==> src/rtl/immediate.svh <==
// Immediate format selector shared by the decode stage and its immediate
// generator. Included from decode_pkg so that every importer sees one type.
`ifndef IMMEDIATE_SVH
`define IMMEDIATE_SVH

typedef enum logic [2:0] {
  IMM_I = 3'd0,
  IMM_S = 3'd1,
  IMM_B = 3'd2,
  IMM_U = 3'd3,
  IMM_J = 3'd4
} immediate_e;

`endif

==> src/rtl/decode_pkg.sv <==
// Shared decode definitions: RV32I opcode constants, the immediate format
// type, and the entry record carried through the decode skid buffer.
package decode_pkg;

  `include "immediate.svh"

  localparam logic [6:0] OPC_LUI      = 7'b0110111;
  localparam logic [6:0] OPC_AUIPC    = 7'b0010111;
  localparam logic [6:0] OPC_JAL      = 7'b1101111;
  localparam logic [6:0] OPC_JALR     = 7'b1100111;
  localparam logic [6:0] OPC_BRANCH   = 7'b1100011;
  localparam logic [6:0] OPC_LOAD     = 7'b0000011;
  localparam logic [6:0] OPC_STORE    = 7'b0100011;
  localparam logic [6:0] OPC_OP_IMM   = 7'b0010011;
  localparam logic [6:0] OPC_OP       = 7'b0110011;
  localparam logic [6:0] OPC_MISC_MEM = 7'b0001111;
  localparam logic [6:0] OPC_SYSTEM   = 7'b1110011;

  // Storage width of the PC field; a stage's PC_WIDTH must not exceed it.
  localparam int unsigned PC_WIDTH_MAX = 32;

  typedef struct packed {
    logic [31:0]             instruction;
    logic [PC_WIDTH_MAX-1:0] pc;
    logic [31:0]             immediate;
    immediate_e              imm_type;
    logic                    illegal;
  } decode_entry_t;

endpackage

==> src/rtl/immediate_generator.sv <==
// Builds the sign-extended 32-bit RV32I immediate for a given format.
// Ports:
//   instr_payload  in  25           instruction bits [31:7] (opcode not needed)
//   imm_type       in  immediate_e  format to extract
//   immediate      out 32           sign-extended immediate
module immediate_generator
  import decode_pkg::*;
(
  input  logic [24:0] instr_payload,
  input  immediate_e  imm_type,
  output logic [31:0] immediate
);

  // Payload index = instruction bit - 7.
  logic [24:0] p;
  assign p = instr_payload;

  always_comb begin
    // NOTE: the I-format default is assigned before the case so every path
    // drives the output; a missing assignment would infer a latch.
    immediate = {{20{p[24]}}, p[24:13]};
    case (imm_type)
      IMM_S:   immediate = {{20{p[24]}}, p[24:18], p[4:0]};
      IMM_B:   immediate = {{19{p[24]}}, p[24], p[0], p[23:18], p[4:1], 1'b0};
      IMM_U:   immediate = {p[24:5], 12'b0};
      IMM_J:   immediate = {{11{p[24]}}, p[24], p[12:5], p[13], p[23:14], 1'b0};
      default: ;
    endcase
  end

endmodule

==> src/rtl/decode_immediate_stage.sv <==
// Decode-stage front end: classifies each fetched instruction by opcode,
// generates its immediate and holds results in a 2-entry skid buffer
// (main entry drives out_*, skid entry absorbs one accept under stall).
// Ports:
//   clk_i, rst_ni            clock, async active-low reset
//   flush_i                  drop all buffered entries and same-cycle input
//   in_valid_i / in_ready_o  fetch handshake (in_ready_o registered)
//   in_instruction_i/in_pc_i instruction word and its PC
//   out_valid_o/out_ready_i  downstream handshake
//   out_*                    head entry: instruction, pc, immediate, format, illegal
//   stall_count_o            saturating count of back-pressured cycles
module decode_immediate_stage
  import decode_pkg::*;
#(
  parameter int unsigned PC_WIDTH    = 32,
  parameter int unsigned STALL_CNT_W = 16
) (
  input  logic                   clk_i,
  input  logic                   rst_ni,
  input  logic                   flush_i,
  input  logic                   in_valid_i,
  output logic                   in_ready_o,
  input  logic [31:0]            in_instruction_i,
  input  logic [PC_WIDTH-1:0]    in_pc_i,
  output logic                   out_valid_o,
  input  logic                   out_ready_i,
  output logic [31:0]            out_instruction_o,
  output logic [PC_WIDTH-1:0]    out_pc_o,
  output logic [31:0]            out_immediate_o,
  output immediate_e             out_imm_type_o,
  output logic                   out_illegal_o,
  output logic [STALL_CNT_W-1:0] stall_count_o
);

  immediate_e    dec_type;
  logic          dec_illegal;
  logic [31:0]   dec_imm;
  decode_entry_t new_entry;

  // Any opcode outside the map (including compressed encodings, whose low
  // bits are not 2'b11) falls to the default and is flagged illegal.
  always_comb begin
    dec_type    = IMM_I;
    dec_illegal = 1'b0;
    case (in_instruction_i[6:0])
      OPC_LUI, OPC_AUIPC: dec_type = IMM_U;
      OPC_JAL:            dec_type = IMM_J;
      OPC_BRANCH:         dec_type = IMM_B;
      OPC_STORE:          dec_type = IMM_S;
      OPC_JALR, OPC_LOAD, OPC_OP_IMM, OPC_OP, OPC_MISC_MEM, OPC_SYSTEM:
                          dec_type = IMM_I;
      default:            dec_illegal = 1'b1;
    endcase
  end

  immediate_generator u_imm_gen (
    .instr_payload (in_instruction_i[31:7]),
    .imm_type      (dec_type),
    .immediate     (dec_imm)
  );

  assign new_entry = '{instruction: in_instruction_i,
                       pc:          PC_WIDTH_MAX'(in_pc_i),
                       immediate:   dec_imm,
                       imm_type:    dec_type,
                       illegal:     dec_illegal};

  decode_entry_t          main_q, main_d, skid_q, skid_d;
  logic                   main_valid_q, main_valid_d;
  logic                   skid_valid_q, skid_valid_d;
  logic                   in_ready_q;
  logic [STALL_CNT_W-1:0] stall_q, stall_d;
  logic                   accept, pop;

  assign accept = in_valid_i & in_ready_q & ~flush_i;
  assign pop    = main_valid_q & out_ready_i;

  // in_ready_q mirrors !skid_valid_q, so an accept never coincides with a
  // full skid entry; a pop with skid valid therefore never needs a refill.
  always_comb begin
    // NOTE: combinational next-state uses blocking assignments; the
    // registers below take these values with non-blocking assignments.
    main_d       = main_q;
    skid_d       = skid_q;
    main_valid_d = main_valid_q;
    skid_valid_d = skid_valid_q;
    if (flush_i) begin
      main_valid_d = 1'b0;
      skid_valid_d = 1'b0;
    end else if (pop) begin
      if (skid_valid_q) begin
        main_d       = skid_q;
        skid_valid_d = 1'b0;
      end else begin
        main_valid_d = accept;
        if (accept) main_d = new_entry;
      end
    end else if (accept) begin
      if (main_valid_q) begin
        skid_d       = new_entry;
        skid_valid_d = 1'b1;
      end else begin
        main_d       = new_entry;
        main_valid_d = 1'b1;
      end
    end
  end

  // Flush deliberately leaves the stall counter alone.
  always_comb begin
    stall_d = stall_q;
    if (main_valid_q && !out_ready_i && !(&stall_q))
      stall_d = stall_q + STALL_CNT_W'(1);
  end

  always_ff @(posedge clk_i or negedge rst_ni) begin
    if (!rst_ni) begin
      // NOTE: entry payloads are reset too, because the data outputs must
      // read zero out of reset rather than whatever the flops power up with.
      main_q       <= '0;
      skid_q       <= '0;
      main_valid_q <= 1'b0;
      skid_valid_q <= 1'b0;
      in_ready_q   <= 1'b1;
      stall_q      <= '0;
    end else begin
      main_q       <= main_d;
      skid_q       <= skid_d;
      main_valid_q <= main_valid_d;
      skid_valid_q <= skid_valid_d;
      in_ready_q   <= ~skid_valid_d;
      stall_q      <= stall_d;
    end
  end

  assign in_ready_o        = in_ready_q;
  assign out_valid_o       = main_valid_q;
  assign out_instruction_o = main_q.instruction;
  assign out_pc_o          = main_q.pc[PC_WIDTH-1:0];
  assign out_immediate_o   = main_q.immediate;
  assign out_imm_type_o    = main_q.imm_type;
  assign out_illegal_o     = main_q.illegal;
  assign stall_count_o     = stall_q;

endmodule
==> config.mk <==
export PLATFORM = sky130hd
export DESIGN_NAME = decode_immediate_stage
export DESIGN_NICKNAME = d
export VERILOG_FILES = /design/src/rtl/decode_pkg.sv /design/src/rtl/immediate_generator.sv /design/src/rtl/decode_immediate_stage.sv
export VERILOG_INCLUDE_DIRS = /design/src /design/src/rtl
export SDC_FILE = /design/constraint.sdc
export NUM_CORES = 1
export LEC_CHECK = 0
export CAP_MARGIN = 25
export CORE_UTILIZATION = 46
export CTS_CLUSTER_DIAMETER = 50
export DETAILED_ROUTE_END_ITERATION = 10
export GPL_ROUTABILITY_DRIVEN = 0
export GPL_TIMING_DRIVEN = 0
export PLACE_DENSITY_LB_ADDON = 0.1
export RECOVER_POWER = 50
export SLEW_MARGIN = 5
export SYNTH_ARGS = -nofsm -noshare
export SYNTH_HDL_FRONTEND = slang
export SYNTH_SLANG_ARGS = --single-unit
==> constraint.sdc <==
create_clock -name clk_i -period 3.26 [get_ports clk_i]
set_input_delay 0.326 -clock clk_i [delete_from_list [all_inputs] [get_ports clk_i]]
set_output_delay 0.326 -clock clk_i [all_outputs]
set_load 0.005 [all_outputs]
==> results of run 1 <==
state kept, by name, indices dropped and copies added, names as in the netlist:
signal             count
in_ready_o             1
out_illegal_o          1
out_imm_type_o         3
out_immediate_o       31
out_instruction_o     32
out_pc_o              32
out_valid_o            1
skid_q                99
skid_valid_q           1
stall_count_o         16
cells in the final DEF, fill, tap and decap left out, types with 3 or more instances in the layout:
| cell | instances |
|---|---|
| inv_6 | 3 |
| o21ai_0 | 21 |
| o211ai_1 | 13 |
| a21oi_1 | 35 |
| dlygate4sd3_1 | 44 |
| o21a_1 | 3 |
| buf_2 | 38 |
| and2_1 | 5 |
| nor2_1 | 86 |
| nand3_1 | 22 |
| a211oi_1 | 12 |
| clkinvlp_4 | 3 |
| and3_1 | 6 |
| xnor2_1 | 10 |
| a311oi_1 | 4 |
| nand4_1 | 7 |
| clkinv_2 | 3 |
| a31oi_1 | 73 |
| clkbuf_16 | 27 |
| clkbuf_1 | 36 |
| o221ai_1 | 8 |
| nand2_1 | 388 |
| buf_4 | 3 |
| dfrtp_1 | 216 |
| inv_1 | 12 |
| clkdlybuf4s50_1 | 142 |
| clkbuf_8 | 3 |
| o21ai_1 | 32 |
| xor2_1 | 3 |
| nor3_1 | 4 |
| nor4_1 | 3 |
| buf_1 | 6 |
kinds of logic (layout without fill, tap and decap cells):
kind of cell	Yosys count	in the layout
buffers and inverters	87	323
and+or+nand+nor	539	539
adders and majority gates	1	1
xor gates and xnor gates	13	13
muxes	2	2
AOI/OAI and AO/OA	211	211
DFF	217	217
worst max-delay path by stage:
stage           startpoint                    end  depth (start not counted)
2_1_floorplan   in_ready_o    out_immediate_o[14]                          5
3_3_place_gp        rst_ni  out_instruction_o[17]                          1
3_5_place_dp   out_ready_i             skid_q[20]                          6
4_1_cts         in_ready_o      out_imm_type_o[2]                          6
5_1_grt        out_valid_o             skid_q[18]                          6
6_report       out_valid_o             skid_q[11]                          7
Yosys cell counts, drive strengths merged, types with 3 or more instances:
| cell | instances |
|---|---|
| nor3 | 5 |
| buf | 50 |
| and2 | 5 |
| a211oi | 13 |
| a21oi | 35 |
| a211o | 3 |
| nand4 | 8 |
| nand2 | 388 |
| a311oi | 4 |
| inv | 12 |
| nor2 | 86 |
| xor2 | 3 |
| o21ai | 53 |
| nor4 | 3 |
| o221ai | 8 |
| o211ai | 13 |
| clkbuf | 25 |
| xnor2 | 10 |
| dfrtp | 216 |
| nand3 | 23 |
| and3 | 6 |
| a31oi | 73 |
| o21a | 3 |
critical path, delay by kind of cell (launching register included):
kind	cells	cell delay, ns
buffers and inverters	3	1.01
and+or+nand+nor	4	0.85
DFF	1	0.36
per-layer routing:
metal	part of all wire	vias up	wire (µm)
li1	-	4044	-
met1	0.45	4150	12400
met2	0.45	308	12400
met3	0.065	67	1790
met4	0.031	0	862
met5	0	-	0
where the power goes:
part | leakage [µW] | switching [µW] | internal [µW]
Combinational | 0.00263 | 681 | 810
Sequential | 0.00263 | 334 | 3260
Clock | 0.000390 | 1140 | 1600
stage by stage:
| step | std cells | power, µW | hold WS [ns] |
|---|---|---|---|
| CTS | 1576 | 7920 | 0.248 |
| global route | 1576 | 8220 | 0.386 |
| detailed placement | 1528 | 5170 | 0.195 |
| floorplan | 1070 | 4230 | 0.0304 |
| global placement | 1526 | 5130 | 0.456 |
| finish | 1576 | 7820 | 0.366 |
layout make-up:
class	instances	area (µm²)
Fill cell	1723	7670
Sequential cell	217	5430
Multi-Input combinational cell	766	3670
Timing Repair Buffer	189	1920
Clock buffer	38	747
Buffer	75	348
Tap cell	270	338
Clock inverter	9	63.8
Inverter	12	45.0
==> impl_metrics.py, run 1 <==
metrics = {
    "critical_path": {
        "critPathRequiredTime_ns": 3.72,
        "start_kind": "flip-flop",
        "reg2reg_from": "out_valid_o",
        "critPathSlowestCell": "nor3_4",
        "path_common_cell": "clkbuf_1",
        "worstPathArrival_ns": 2.75,
        "crit_type": "flip-flop to flip-flop",
        "rr_endpoint": "skid_q[11]",
        "critPathMaxFanout": 10,
        "cp_slowest_stage_delay_ns": 0.53,
        "reg2regPathDepth": 7,
        "crit_chain": "clkbuf_1 > nand2b_1 > clkbuf_1 > nor3_4 > clkbuf_1 > nand3_1 > nand2_1",
        "endpoint_kind": "flip-flop",
        "reg2reg_slack_ns": 0.97,
    },
    "detailed_routing": {
        "drt-pass1-iter-count": 5,
        "viasPerCell": 5.44,
        "routed_wl_um": 27400,
        "post_drt_wl_per_cell_um": 17.4,
        "drt_iter0_drc": 654,
        "vias": 8569,
        "drcViolationCount": 0,
        "postRouteAntennaNets": 0,
    },
    "placement": {
        "numPortBuffers": 186,
        "dp_slack_ns": 0.678,
        "dpl_cell_area_mm2": 0.0118,
        "dp_hpwl_um": 18800,
    },
    "timing": {
        "fmax_mhz": 438,
        "drv_slew": 26,
        "min_period_ns": 2.29,
        "clock_skew_ns": 0.00988,
        "rsz0062_at_grt": "no",
        "fin_ws_ns": 0.975,
        "final_hold_viol_count": 0,
        "worst_pin_slew_ns": 1.71,
        "slew_headroom": -0.143,
        "tns_ns": 0,
        "post-route-period-util": 0.701,
        "setup_viol": 0,
    },
    "floorplanning": {
        "ioPinCount": 187,
        "start_util": 0.470,
        "core_mm2": 0.0202,
        "die_x_um": 146,
        "die_y_um": 146,
        "dieArea_mm2": 0.0213,
        "rows": 52,
    },
    "synth": {
        "synth-edff-count": 0,
        "netlist_area_mm2": 0.00951,
        "synth_simple_gate_area_frac": 0.233,
        "synth_area_leader_cell": "dfrtp_1",
        "synthFlopType": "dfrtp_1",
        "synth_top_cell_area_share": 0.568,
        "yosysWarnings": 0,
        "yosys-top-cells-area": "dfrtp_1 (57%), nand2_1 (15%), a31oi_1 (4.8%), nor2_1 (3.4%), buf_2 (2.1%)",
        "seq_area_frac_synth": 0.571,
        "synth_compound_gate_area_share": 0.138,
        "synth-xor-area-share": 0.0120,
        "async_reset_ff_frac": 1.00,
        "synth_top_family_by_area": "simple AND/OR/NAND/NOR gates",
        "synth.distinct_cells": 54,
        "synth_mux_area_frac": 0.00224,
        "syn_area_per_cell_um2": 8.89,
        "syn_nets": 1140,
        "synthAdderAreaFrac": 0.00132,
        "netlist_instances": 1070,
        "synth-seq-cells": 217,
    },
    "cts": {
        "cts_root_buf": "clkbuf_16",
        "htree_num_levels": 1,
        "ctsHoldBuffers": 1,
        "insertion_delay_ns": 0.52,
        "cts_buffer_depth": 3,
        "cts_sinks": 217,
        "post_cts_buffers": 0,
        "cts-resized-gates": 0,
        "cts_buffers": 26,
        "clk_transition_reported_paths_ns": 0.06,
        "cts_tree": "yes",
    },
    "min_path": {
        "whs_path_depth": 3,
        "min-delay-start": "in_pc_i[22]",
        "hold_class": "input port to flip-flop",
        "whs_endpoint": "skid_q[58]",
    },
    "global_route": {
        "grt_usage": 0.261,
        "busiest_layer": "met2",
        "grt_pass1_vias": 8318,
        "antenna_found_initial": 1,
        "grt_use_met3": 0.0436,
        "grt_use_met1": 0.374,
        "grt_max_degree": 101,
        "grt_pass1_wl_um": 44400,
        "grt_overflow_total": 0,
        "use_met2": 0.404,
    },
    "job": {
        "cap_violations": 1,
    },
    "pwr": {
        "p_leak_uw": 0.00564,
        "irDropWorstVdd_mv": 0.565,
        "power-per-cell-area_mw_per_mm2": 622,
    },
    "layout": {
        "drive_above_1_share": 0.0704,
        "final_util": 0.621,
        "antenna_cells_inserted": 0,
        "syn2layout_area_growth_pct": 32.0,
        "final_area_mm2": 0.0126,
        "fin_nets": 1357,
    },
    "outcome": {
        "status": "finished with violations",
        "violations": "capacitance limit, slew limit",
    },
}
No activity file was read; power rests on OpenSTA's default activity.
==> run 2, diff against run 1 <==
clock period = 2.26 ns   (was 3.26 ns; I/O delays follow)
==> run 2 against run 1 <==
Net effect:
- the flow still finishes with violations (capacitance limit, slew limit)
- sequential share of layout area shrank 0.15 points
- wire length down 0.22%
- register-to-register slack worse by 0.85 ns
- non-clock buffer count up 1
- via count decreased by 0.46%
- core utilization is 0.21 points higher
- clock skew is 0.0028 ns higher
- count of clock-buffer cells in the layout did not move
- critical path type unchanged
- sequential cell count unchanged
- total power is 44% higher
- worst setup slack got worse by 0.85 ns
==> impl_metrics.py, run 2 (synthesis gave the netlist of run 1 again) <==
metrics = {
    "timing": {
        "worst_pin_slew_ns": 1.71,
        "final_hold_viol_count": 0,
        "drv_slew": 26,
        "slew_headroom": -0.139,
        "setup_viol": 0,
        "clock_skew_ns": 0.0126,
        "min_period_ns": 2.14,
        "rsz0062_at_grt": "no",
        "fmax_mhz": 468,
        "post-route-period-util": 0.945,
        "fin_ws_ns": 0.125,
    },
    "detailed_routing": {
        "drt-pass1-iter-count": 5,
        "drcViolationCount": 0,
        "vias": 8530,
        "drt_iter0_drc": 606,
        "viasPerCell": 5.41,
        "routed_wl_um": 27300,
        "postRouteAntennaNets": 0,
        "post_drt_wl_per_cell_um": 17.3,
    },
    "pwr": {
        "combPwrFrac": 0.191,
        "p_sw_uw": 3100,
        "p_sw_frac": 0.275,
        "seqPwrFrac": 0.460,
        "total_power_uw": 11300,
        "irDropWorstVdd_mv": 0.815,
        "intPower_uw": 8170,
        "p_leak_uw": 0.00565,
        "power_frac_clock": 0.350,
        "power-per-cell-area_mw_per_mm2": 894,
    },
    "global_route": {
        "grt_use_met3": 0.0436,
        "busiest_layer": "met2",
        "use_met2": 0.404,
        "grt_pass1_vias": 8318,
        "grt_usage": 0.261,
        "grt_pass1_wl_um": 44400,
        "grt_use_met1": 0.374,
        "grt_max_degree": 101,
        "grt_overflow_total": 0,
        "antenna_found_initial": 1,
    },
    "critical_path": {
        "crit_type": "flip-flop to flip-flop",
        "crit_chain": "nand2_1 > a211oi_4 > buf_2 > buf_2 > o211ai_1 > o21a_1",
        "reg2reg_slack_ns": 0.12,
        "worstPathArrival_ns": 2.55,
        "endpoint_kind": "flip-flop",
        "critPathRequiredTime_ns": 2.67,
        "path_common_cell": "buf_2",
        "critPathTopFamily": "compound AO/OA/AOI/OAI gates",
        "cp_num_buf_inv": 2,
        "start_kind": "flip-flop",
        "cp_slowest_stage_delay_ns": 0.54,
        "critPathSlowestCell": "dfstp_2",
        "critPathMaxFanout": 10,
    },
    "layout": {
        "largest_register_ffs": 99,
        "fin_nets": 1358,
        "syn2layout_area_growth_pct": 32.5,
        "antenna_cells_inserted": 0,
        "final_cell_mix": "nand2_1 (388), dfrtp_1 (216), clkdlybuf4s50_1 (134)",
        "drive_above_1_share": 0.0765,
        "regMostFlops": "skid_q",
        "layout_commonest_cell": "nand2_1",
    },
    "placement": {
        "numPortBuffers": 186,
        "dp_slack_ns": -0.222,
        "dp_hpwl_um": 18800,
    },
    "cts": {
        "clk_transition_reported_paths_ns": 0.06,
        "cts_tree": "yes",
        "cts_sinks": 217,
        "htree_num_levels": 1,
        "cts_root_buf": "clkbuf_16",
        "cts_buffers": 26,
        "insertion_delay_ns": 0.53,
        "cts_buffer_depth": 3,
    },
    "floorplanning": {
        "ioPinCount": 187,
        "rows": 52,
        "die_y_um": 146,
        "start_util": 0.470,
        "dieArea_mm2": 0.0213,
        "die_x_um": 146,
        "core_mm2": 0.0202,
    },
    "min_path": {
        "hold_class": "input port to flip-flop",
    },
    "outcome": {
        "violations": "capacitance limit, slew limit",
        "status": "finished with violations",
    },
    "job": {
        "cap_violations": 1,
    },
}
run 2: cell count changes in the layout (fill, tap and decap cells not counted), sizes merged:
| cell | change |
|---|---|
| clkdlybuf4s50 | -8 |
| dlygate4sd3 | +8 |
| buf | +3 |
| clkbuf | -2 |
run 2: metrics by stage:
stage          instance area (µm²)  TNS (ns)  utilization  instances  hold slack [ns]
2_1_floorplan                 9510         0            -       1070          -0.0696
3_3_place_gp                 11700  -1837.44        0.579       1526            0.456
3_5_place_dp                 11800    -10.83        0.582       1528           0.0952
4_1_cts                      12600         0        0.622       1576            0.148
5_1_grt                      12600         0        0.623       1577            0.286
6_report                     12600         0        0.623       1577            0.264
run 2: tightest hold or removal path, stage by stage:
cell and delay [ns]:
clkdlybuf4s50_1 0.41, nand2_1 0.06, nand2_1 0.04
run 2: per-layer routing:
layer	routed length, µm	part of all wire	vias to the layer above
met5	0	0	-
met4	833	0.030	0
met3	1810	0.066	62
met2	12400	0.45	296
met1	12300	0.45	4127
li1	-	-	4045
run 2: area by class of cell:
class | instances | area (µm²)
Buffer | 75 | 358
Clock buffer | 38 | 747
Clock inverter | 9 | 63.8
Fill cell | 1716 | 7630
Inverter | 12 | 45.0
Multi-Input combinational cell | 766 | 3690
Sequential cell | 217 | 5430
Tap cell | 270 | 338
Timing Repair Buffer | 190 | 1930
run 2: final timing paths:
check,start,end,depth (start not counted)
setup / recovery,in_ready_o,out_imm_type_o[2],6
hold / removal,in_pc_i[22],skid_q[58],3
setup reg to reg,in_ready_o,out_imm_type_o[2],6
hold reg to reg,skid_q[52],skid_q[52],2
max in group asynchronous,rst_ni,skid_q[23],3
min in group asynchronous,rst_ni,out_pc_o[20],2
run 2: repair_timing:
item	4_1_cts	5_1_grt
endpoints found under the setup margin	0	19
gates resized for setup	0	4
endpoints found under the hold margin	216	0
setup buffers	0	1
hold buffers	1	0
run 2: power by group through the flow:
stage          logic, µW  registers [µW]  clock network (µW)
2_1_floorplan        924            5180                   0
3_3_place_gp        2160            5240                   0
3_5_place_dp        2220            5250                   0
4_1_cts             2230            5190                4010
5_1_grt             2400            5290                4160
6_report            2150            5180                3940
